<file path="src/rtl/roulette_spin_animator.sv">
// roulette_spin_animator
//
// Turns a winning pocket number into a visible wheel spin for the roulette
// LED decoder. A start request sweeps the lit pocket around the wheel at a
// fixed fast rate for MIN_LAPS wraps through pocket 0. It then slows by
// DECEL_INC cycles per step, saturating at MAX_DIV, and stops exactly on the
// latched target.
//
// Optional feature macro: SPIN_CLICK_EN
//   Defined   : adds the click output, a buzzer pulse of CLICK_LEN cycles on
//               every step. The pulse is cut short and restarted by the next
//               step.
//   Undefined : no click port and no click counter.
//
// Ports:
//   clock    in   1  system clock, rising-edge active
//   reset    in   1  asynchronous active-low reset
//   start    in   1  spin request, sampled every edge (ignored while busy)
//   target   in   6  winning pocket, latched when start is accepted
//   pos_out  out  6  currently lit pocket, to the LED decoder
//   busy     out  1  high while a spin is in progress
//   done     out  1  one-cycle pulse on the landing edge
//   err      out  1  one-cycle pulse when start carries an invalid target
//   click    out  1  step click (SPIN_CLICK_EN only)
//
// state  | meaning
// -------+-------------------------------------------------------------
// S_IDLE | no spin; pos_out holds the last landed pocket
// S_FAST | constant-rate sweep, counting wraps through pocket 0
// S_SLOW | decelerating; lands on the step that reaches the target

module roulette_spin_animator #(
    parameter int NUM_POCKETS = 38,
    parameter int BASE_DIV    = 1250000,
    parameter int DECEL_INC   = 312500,
    parameter int MAX_DIV     = 12500000,
    parameter int MIN_LAPS    = 3,
    parameter int CLICK_LEN   = 50000
) (
    input  logic       clock,
    input  logic       reset,
    input  logic       start,
    input  logic [5:0] target,
    output logic [5:0] pos_out,
    output logic       busy,
    output logic       done,
    output logic       err
`ifdef SPIN_CLICK_EN
    ,
    output logic       click
`endif
);

    // The interval register is wide enough for MAX_DIV + DECEL_INC, so the
    // saturation compare never sees a wrapped sum.
    localparam int DIV_W = $clog2(MAX_DIV + DECEL_INC + 1);
    localparam int LAP_W = (MIN_LAPS < 2) ? 1 : $clog2(MIN_LAPS + 1);

    localparam logic [DIV_W-1:0] BASE_V   = DIV_W'(BASE_DIV);
    localparam logic [DIV_W-1:0] INC_V    = DIV_W'(DECEL_INC);
    localparam logic [DIV_W-1:0] MAX_V    = DIV_W'(MAX_DIV);
    localparam logic [LAP_W-1:0] LAST_LAP = LAP_W'(MIN_LAPS - 1);
    localparam logic [5:0]       LAST_POS = 6'(NUM_POCKETS - 1);
    localparam logic [6:0]       POS_LIM  = 7'(NUM_POCKETS);

    if (MIN_LAPS < 1 || CLICK_LEN < 1 || NUM_POCKETS < 2 || NUM_POCKETS > 64
        || BASE_DIV < 1) begin : g_bad_param
        $error("roulette_spin_animator: illegal parameter set");
    end

    typedef enum logic [1:0] {
        S_IDLE = 2'd0,
        S_FAST = 2'd1,
        S_SLOW = 2'd2
    } state_t;

    state_t           state, state_nxt;
    logic [DIV_W-1:0] tick_cnt, tick_nxt;
    logic [DIV_W-1:0] div_reg, div_nxt;
    logic [LAP_W-1:0] laps, laps_nxt;
    logic [5:0]       tgt_reg, tgt_nxt;
    logic [5:0]       pos_nxt;
    logic             busy_nxt, done_nxt, err_nxt;

    logic             step;
    logic [5:0]       pos_step;
    logic [DIV_W-1:0] div_sum, div_sat;

    assign step     = (state != S_IDLE) && (tick_cnt == div_reg - DIV_W'(1));
    assign pos_step = (pos_out == LAST_POS) ? 6'd0 : pos_out + 6'd1;
    assign div_sum  = div_reg + INC_V;
    assign div_sat  = (div_sum > MAX_V) ? MAX_V : div_sum;

    always_comb begin
        state_nxt = state;
        tick_nxt  = tick_cnt;
        div_nxt   = div_reg;
        laps_nxt  = laps;
        tgt_nxt   = tgt_reg;
        pos_nxt   = pos_out;
        busy_nxt  = busy;
        done_nxt  = 1'b0;
        err_nxt   = 1'b0;

        case (state)
            S_IDLE: begin
                if (start) begin
                    if ({1'b0, target} < POS_LIM) begin
                        tgt_nxt   = target;
                        div_nxt   = BASE_V;
                        tick_nxt  = '0;
                        laps_nxt  = '0;
                        busy_nxt  = 1'b1;
                        state_nxt = S_FAST;
                    end else begin
                        err_nxt = 1'b1;
                    end
                end
            end

            S_FAST: begin
                if (step) begin
                    tick_nxt = '0;
                    pos_nxt  = pos_step;
                    if (pos_out == LAST_POS) begin
                        laps_nxt = laps + LAP_W'(1);
                        if (laps == LAST_LAP) begin
                            // Target 0 is reached by this very wrap, so the
                            // spin lands without ever slowing down.
                            if (tgt_reg == 6'd0) begin
                                state_nxt = S_IDLE;
                                busy_nxt  = 1'b0;
                                done_nxt  = 1'b1;
                            end else begin
                                state_nxt = S_SLOW;
                                div_nxt   = div_sat;
                            end
                        end
                    end
                end else begin
                    tick_nxt = tick_cnt + DIV_W'(1);
                end
            end

            S_SLOW: begin
                if (step) begin
                    tick_nxt = '0;
                    pos_nxt  = pos_step;
                    div_nxt  = div_sat;
                    if (pos_step == tgt_reg) begin
                        state_nxt = S_IDLE;
                        busy_nxt  = 1'b0;
                        done_nxt  = 1'b1;
                    end
                end else begin
                    tick_nxt = tick_cnt + DIV_W'(1);
                end
            end

            default: begin
                state_nxt = S_IDLE;
                busy_nxt  = 1'b0;
            end
        endcase
    end

    always_ff @(posedge clock or negedge reset) begin
        if (!reset) begin
            state    <= S_IDLE;
            tick_cnt <= '0;
            div_reg  <= BASE_V;
            laps     <= '0;
            tgt_reg  <= '0;
            pos_out  <= '0;
            busy     <= 1'b0;
            done     <= 1'b0;
            err      <= 1'b0;
        end else begin
            state    <= state_nxt;
            tick_cnt <= tick_nxt;
            div_reg  <= div_nxt;
            laps     <= laps_nxt;
            tgt_reg  <= tgt_nxt;
            pos_out  <= pos_nxt;
            busy     <= busy_nxt;
            done     <= done_nxt;
            err      <= err_nxt;
        end
    end

`ifdef SPIN_CLICK_EN
    localparam int CK_W = (CLICK_LEN < 2) ? 1 : $clog2(CLICK_LEN);

    logic [CK_W-1:0] click_cnt;

    // Down-counter holds the cycles of pulse left after the current one.
    always_ff @(posedge clock or negedge reset) begin
        if (!reset) begin
            click     <= 1'b0;
            click_cnt <= '0;
        end else if (step) begin
            click     <= 1'b1;
            click_cnt <= CK_W'(CLICK_LEN - 1);
        end else if (click) begin
            if (click_cnt == '0) begin
                click <= 1'b0;
            end else begin
                click_cnt <= click_cnt - CK_W'(1);
            end
        end
    end
`endif

endmodule
</file>
<file path="config.mk">
export PLATFORM = sky130hd
export DESIGN_NAME = roulette_spin_animator
export DESIGN_NICKNAME = d
export VERILOG_FILES = /design/src/rtl/roulette_spin_animator.sv
export SDC_FILE = /design/constraint.sdc
export NUM_CORES = 1
export LEC_CHECK = 0
export CAP_MARGIN = 20
export CORE_MARGIN = 2
export CORE_UTILIZATION = 60
export CTS_CLUSTER_SIZE = 28
export DETAILED_ROUTE_END_ITERATION = 6
export DONT_BUFFER_PORTS = 1
export PLACE_DENSITY = 0.73
export SLEW_MARGIN = 20
export SYNTH_ARGS = -nofsm -noshare
export SYNTH_HDL_FRONTEND = slang
export SYNTH_SLANG_ARGS = --single-unit
</file>
<file path="constraint.sdc">
create_clock -name clock -period 6.35 [get_ports clock]
set_input_delay 1.905 -clock clock [delete_from_list [all_inputs] [get_ports clock]]
set_output_delay 1.905 -clock clock [all_outputs]
set_load 0.005 [all_outputs]
</file>
==> impl_metrics.env, run 1 <==
export IMPL_clkPwrFrac_pct=44.7
export IMPL_place_area_um2=5090
export IMPL_synth_edf_count=0
export IMPL_synth_area_leaders="dfrtp_1, nand2_1, o21ai_0"
export IMPL_crit_type="flop to flop"
export IMPL_portBuffers=0
export IMPL_n_antenna_cell=0
export IMPL_yosys_cell_types_count=80
export IMPL_start_kind="flop"
export IMPL_layout_nets=631
export IMPL_netlist_area_um2=5140
export IMPL_largest_register_ffs=24
export IMPL_slowest_stage="nor4b_1"
export IMPL_clkSinkCount=65
export IMPL_antenna_found_initial=0
export IMPL_ir_drop_uv=89.6
export IMPL_layout_common_cells="nand2_1, dfrtp_1, o21ai_0"
export IMPL_grt_overflow=0
export IMPL_maxCapViolations=0
export IMPL_fin_tns_setup_ns=0
export IMPL_wl_mm=13.6
export IMPL_track_usage_pct=30.6
export IMPL_switching_share_pct=23.1
export IMPL_seq_area_frac_synth_pct=31.8
export IMPL_synth_warnings=0
export IMPL_switchingPower_mw=0.173
export IMPL_cts_tree="yes"
export IMPL_root_buffer="clkbuf_8"
export IMPL_ys_flop_type="dfrtp_1"
export IMPL_drtIter0Drc=298
export IMPL_yosysTopAreaCell="dfrtp_1"
export IMPL_grt_pass1_wl_mm=22.1
export IMPL_hold_end="laps[0]$_DFFE_PN0P_"
export IMPL_fin_skew_ns=0.0136
export IMPL_clockBufferDepth=2
export IMPL_initial_core_util_pct=62.3
export IMPL_core_area_um2=8260
export IMPL_hold_start="laps[0]$_DFFE_PN0P_"
export IMPL_detailed_place_hpwl_mm=9.74
export IMPL_synth_top_area_share_pct=27.7
export IMPL_intPower_mw=0.577
export IMPL_path_clk_slew_ns=0.08
export IMPL_worstRegToRegCells=11
export IMPL_drv_slew=0
export IMPL_routedWlPerCell_um=18.8
export IMPL_synth_nets=663
export IMPL_ys_seq_elements=65
export IMPL_crit_buf_inv=1
export IMPL_mostFrequentLayoutCell="nand2_1"
export IMPL_die_h_um=96.6
export IMPL_io_pins=18
export IMPL_worstPathArrival_ns=5.33
export IMPL_power_leakage_nw=2.12
export IMPL_final_cell_area_um2=5270
export IMPL_drc=0
export IMPL_status="complete, no violations"
export IMPL_cts_hold_buf=0
export IMPL_cp_top_family="simple AND/OR/NAND/NOR gates"
export IMPL_r2r_start="div_reg[2]$_DFFE_PN0P_"
export IMPL_fillers=763
export IMPL_slew_headroom_pct=33.7
export IMPL_postCtsSetupBuffers=0
export IMPL_finalCriticalPeriod_ns=5.05
export IMPL_cpPeakStageDelay_ns=0.72
export IMPL_cts_buffers=9
export IMPL_tightest_slew_ns=0.985
export IMPL_worstPathCellList="inv_1 -> ha_1 -> or3b_2 -> or4_4 -> or4_1 -> a2111oi_0 -> nor4bb_1 -> nor4b_1 -> o21a_1 -> nand3_1 -> o22a_1"
export IMPL_pwr_share_comb_pct=0.1
export IMPL_r2r_end="div_reg[20]$_DFFE_PN1P_"
export IMPL_cts_repair_resized=0
export IMPL_p_seq_share_pct=55.2
export IMPL_report_final_hold_viol_count=0
export IMPL_synthArstFlopShare_pct=100
export IMPL_grt_max_degree=66
export IMPL_rows=33
export IMPL_hp_class="flop to flop"
export IMPL_place_gp_congestion=0.921
export IMPL_worst_ep_required_time_ns=6.64
export IMPL_avgSynthCellArea_um2=8.01
export IMPL_antenna_left=0
export IMPL_synthCells=642
export IMPL_r2r_slack_ns=1.30
export IMPL_vias_per_cell=6.74
export IMPL_grt_pass1_vias=4384
export IMPL_fmax_mhz=198
export IMPL_dieArea_um2=9330
export IMPL_ctsHtreeMaxLevel=3
export IMPL_cp_max_fo=12
export IMPL_setup_viol=0
export IMPL_drive_above_1_share_pct=8.62
export IMPL_min_period_over_period_pct=79.5
export IMPL_min_path_cells=1
export IMPL_first_pass_iters=5
export IMPL_area_delta_synth_final_pct=2.53
export IMPL_p_per_area_nw_per_um2=142
export IMPL_clk_latency_ns=0.35
export IMPL_end_kind="flop"
export IMPL_num_vias=4850
export IMPL_die_w_um=96.6
export IMPL_rsz0062_at_grt="no"
==> routing by layer <==
layer	up-vias	part of all wire, %	global-route usage, %
li1	2327	-	-
met3	27	5.2	3.41
met4	0	2.1	9.39
met1	2344	45	41.9
met2	152	48	50.9
met5	-	0	0
==> cells by family after synthesis <==
group | after synthesis | share of synthesized area (%)
buffers and inverters | 67 | 5.64
XOR/XNOR | 36 | 6.13
flip-flops | 65 | 31.8
multiplexers | 11 | 2.43
AO/OA/AOI/OAI | 203 | 26.2
adder cells (fa/ha/maj) | 12 | 2.92
AND/OR/NAND/NOR | 248 | 24.9
==> worst max-delay path by stage <==
stage                            from                       to  cells after the start
2_1_floorplan  div_reg[2]$_DFFE_PN0P_         busy$_DFFE_PN0P_                     14
3_3_place_gp   div_reg[2]$_DFFE_PN0P_  div_reg[20]$_DFFE_PN1P_                     11
3_5_place_dp   div_reg[2]$_DFFE_PN0P_  div_reg[20]$_DFFE_PN1P_                     11
4_1_cts        div_reg[2]$_DFFE_PN0P_  div_reg[10]$_DFFE_PN0P_                     10
5_1_grt        div_reg[2]$_DFFE_PN0P_  div_reg[14]$_DFFE_PN0P_                     11
6_report       div_reg[2]$_DFFE_PN0P_  div_reg[20]$_DFFE_PN1P_                     11
==> area by class of cell <==
class	count	area, um2	area share [%]
Multi-Input combinational cell	510	3240	61.4
Sequential cell	65	1640	31.0
Clock buffer	13	159	3.01
Tap cell	105	131	2.49
Inverter	23	86.3	1.64
Clock inverter	3	17.5	0.332
Timing Repair Buffer	1	7.51	0.142
==> stage by stage <==
stage,setup slack [ns],utilization [%],std cells,power [mW],hold slack (ns)
floorplan,1.92,-,642,0.423,0.466
global placement,1.56,61.6,704,0.423,0.483
detailed placement,1.51,61.6,704,0.423,0.489
CTS,1.48,63.7,720,0.754,0.508
global route,0.943,63.9,720,0.772,0.523
finish,1.30,63.9,720,0.750,0.502
==> power by group through the flow <==
stage	logic (mW)	clock network, mW	registers, mW
global route	0.00117	0.356	0.414
CTS	0.00105	0.339	0.414
detailed placement	0.00105	0	0.422
floorplan	0.000900	0	0.422
global placement	0.00104	0	0.422
finish	0.00105	0.335	0.414
==> worst register-to-register path: cells and delay by family (launching register included) <==
| family | cells | cell delay [ns] |
|---|---|---|
| AND/OR/NAND/NOR | 6 | 3.01 |
| AO/OA/AOI/OAI | 3 | 1.16 |
| flip-flops | 1 | 0.51 |
| adder cells (fa/ha/maj) | 1 | 0.19 |
| buffers and inverters | 1 | 0.10 |
==> cells in the mapped netlist (all sizes together), types with 3 or more instances <==
cell / count
and3: 10
o211ai: 5
and4: 4
dfrtp: 57
nor3: 17
or4: 11
buf: 8
ha: 12
o31ai: 10
o21ai: 61
a21oi: 39
o221ai: 3
o22ai: 9
a211o: 3
or2: 7
a2bb2oi: 3
nand4: 12
nor4b: 4
a31oi: 14
nand2: 70
o41ai: 3
nand3: 26
mux2: 9
nor4: 14
o22a: 9
dfstp: 8
a21o: 8
clkbuf: 36
o21a: 6
a41oi: 3
or3: 9
xnor2: 20
inv: 23
xor2: 16
nand2b: 3
a22o: 5
and2: 3
nor2: 47
Power figures use the tool's default switching activity.
==> run 2, diff against run 1 <==
--- a/config.mk
+++ b/config.mk
@@ -7,11 +7,11 @@
 export LEC_CHECK = 0
 export CAP_MARGIN = 20
 export CORE_MARGIN = 2
-export CORE_UTILIZATION = 60
+export CORE_UTILIZATION = 59
 export CTS_CLUSTER_SIZE = 28
 export DETAILED_ROUTE_END_ITERATION = 6
 export DONT_BUFFER_PORTS = 1
-export PLACE_DENSITY = 0.73
+export PLACE_DENSITY = 0.75
 export SLEW_MARGIN = 20
 export SYNTH_ARGS = -nofsm -noshare
 export SYNTH_HDL_FRONTEND = slang
==> constraint.sdc (replaced) <==
create_clock -name clock -period 4.55 [get_ports clock]
set_input_delay 1.365 -clock clock [delete_from_list [all_inputs] [get_ports clock]]
set_output_delay 1.365 -clock clock [all_outputs]
set_load 0.005 [all_outputs]
==> run 2 against run 1 <==
  * Cell count up 3.5%
  * Flip-flop and latch count unchanged
  * Global-route usage down 1.5 points
  * Critical path depth unchanged
  * Maximum frequency up 16%
  * Critical path type unchanged
  * Total power up 40%
  * First-iteration DRC count up 2.7%
  * Core utilization down 0.32 points
==> impl_metrics.env, run 2 (synthesized netlist as in run 1, its figures left out) <==
export IMPL_path_common_cell="or4_4"
export IMPL_worst_ep_required_time_ns=4.80
export IMPL_tightest_slew_ns=1.09
export IMPL_worstPathCellList="inv_1 -> ha_1 -> or3b_2 -> or4_4 -> or4_1 -> a211o_1 -> or4_4 -> or3_1 -> o22ai_2 -> nand3_2 -> mux2_4"
export IMPL_initial_core_util_pct=59.9
export IMPL_p_per_area_nw_per_um2=193
export IMPL_power_mw=1.05
export IMPL_rsz0062_at_grt="no"
export IMPL_pwr_share_comb_pct=0.1
export IMPL_drtIter0Drc=306
export IMPL_p_seq_share_pct=54.8
export IMPL_cts_tree="yes"
export IMPL_slew_headroom_pct=27.7
export IMPL_fillers=764
export IMPL_grt_pass1_wl_mm=22.6
export IMPL_report_final_hold_viol_count=0
export IMPL_cts_buffers=9
export IMPL_antenna_found_initial=0
export IMPL_regArea_um2=1640
export IMPL_num_vias=4945
export IMPL_finalCriticalPeriod_ns=4.35
export IMPL_mostFrequentLayoutCell="nand2_1"
export IMPL_grt_overflow=0
export IMPL_cp_max_fo=6
export IMPL_use_met3_pct=4.60
export IMPL_routedWlPerCell_um=18.3
export IMPL_hp_class="flop to flop"
export IMPL_die_w_um=97.4
export IMPL_largest_register_ffs=24
export IMPL_io_pins=18
export IMPL_multiInputGateArea_um2=3250
export IMPL_grt_busiest_layer="met2"
export IMPL_clkPwrFrac_pct=45.1
export IMPL_final_core_util_pct=63.5
export IMPL_grt_use_met1_pct=39.3
export IMPL_portBuffers=0
export IMPL_maxCapViolations=0
export IMPL_antenna_left=0
export IMPL_rows=34
export IMPL_grt_pass1_vias=4613
export IMPL_wl_mm=13.6
export IMPL_min_period_over_period_pct=95.6
export IMPL_layout_common_cells="nand2_1, dfrtp_1, o21ai_0"
export IMPL_use_met2_pct=48.8
export IMPL_start_kind="flop"
export IMPL_ir_drop_uv=134
export IMPL_path_clk_slew_ns=0.08
export IMPL_drive_above_1_share_pct=12.1
export IMPL_detailed_place_hpwl_mm=10.0
export IMPL_clk_latency_ns=0.36
export IMPL_ctsHtreeMaxLevel=3
export IMPL_setup_viol=0
export IMPL_drc=0
export IMPL_worstPathArrival_ns=4.60
export IMPL_cp_top_family="simple AND/OR/NAND/NOR gates"
export IMPL_crit_type="flop to flop"
export IMPL_end_kind="flop"
export IMPL_area_delta_synth_final_pct=6.15
export IMPL_cts_hold_buf=0
export IMPL_fin_tns_setup_ns=0
export IMPL_fmax_mhz=230
export IMPL_crit_buf_inv=1
export IMPL_n_antenna_cell=0
export IMPL_grt_max_degree=66
export IMPL_vias_per_cell=6.64
export IMPL_track_usage_pct=29.1
export IMPL_first_pass_iters=6
export IMPL_clockBufferDepth=2
export IMPL_clkSinkCount=65
export IMPL_power_leakage_nw=2.25
export IMPL_intPower_mw=0.792
export IMPL_dieArea_um2=9480
export IMPL_slowest_stage="or4_4"
export IMPL_cpPeakStageDelay_ns=0.59
export IMPL_layout_nets=653
export IMPL_core_area_um2=8590
export IMPL_place_gp_congestion=0.992
export IMPL_switchingPower_mw=0.262
export IMPL_status="complete, no violations"
export IMPL_die_h_um=97.4
export IMPL_root_buffer="clkbuf_8"
export IMPL_drv_slew=0
export IMPL_switching_share_pct=24.9
export IMPL_fin_skew_ns=0.0107
==> run 2: what timing repair did <==
item                                    CTS  global route
resized for setup                         0             3
setup buffers                             0             0
endpoints found under the setup margin    0            14
==> run 2: power groups by stage <==
stage / Clock [mW] / Sequential, mW / Combinational (mW)
2_1_floorplan: 0 / 0.589 / 0.00126
3_3_place_gp: 0 / 0.589 / 0.00145
3_5_place_dp: 0 / 0.589 / 0.00146
4_1_cts: 0.483 / 0.578 / 0.00146
5_1_grt: 0.506 / 0.578 / 0.00173
6_report: 0.475 / 0.578 / 0.00145
==> run 2: layout make-up <==
class / instances / area share, %
clock buffers: 10 / 2.52
clock inverters: 6 / 0.779
inverters: 23 / 1.58
multi-input cells: 510 / 59.5
flip-flops and latches: 65 / 30.0
well taps: 108 / 2.47
repair buffers: 23 / 3.16
==> run 2: path summary, 6_finish.rpt <==
| kind | start | to | slack [ns] | depth (start not counted) |
|---|---|---|---|---|
| setup reg to reg | div_reg[3]$_DFFE_PN0P_ | busy$_DFFE_PN0P_ | 0.20 | 11 |
| max in group asynchronous | reset | div_reg[17]$_DFFE_PN1P_ | 3.67 | 0 |
| min in group asynchronous | reset | err$_DFF_PN0_ | 0.69 | 0 |
| hold / removal | laps[0]$_DFFE_PN0P_ | laps[0]$_DFFE_PN0P_ | 0.51 | 1 |
| hold reg to reg | laps[0]$_DFFE_PN0P_ | laps[0]$_DFFE_PN0P_ | 0.51 | 1 |
| setup / recovery | div_reg[3]$_DFFE_PN0P_ | busy$_DFFE_PN0P_ | 0.20 | 11 |
==> run 2: metal layers <==
layer  vias to the layer above  share of wire [%]
met3                        18                6.2
li1                       2367                  -
met5                         -                  0
met4                         0                1.4
met1                      2368                 43
met2                       192                 49
==> run 2: metrics by stage <==
step	setup WS, ns	hold slack [ns]	std cells	instance area (um2)
5_1_grt	0.0467	0.546	745	5460
3_5_place_dp	0.0328	0.492	729	5260
2_1_floorplan	0.118	0.466	642	5140
4_1_cts	0.0167	0.514	745	5440
6_report	0.201	0.515	745	5460
3_3_place_gp	0.166	0.484	729	5260
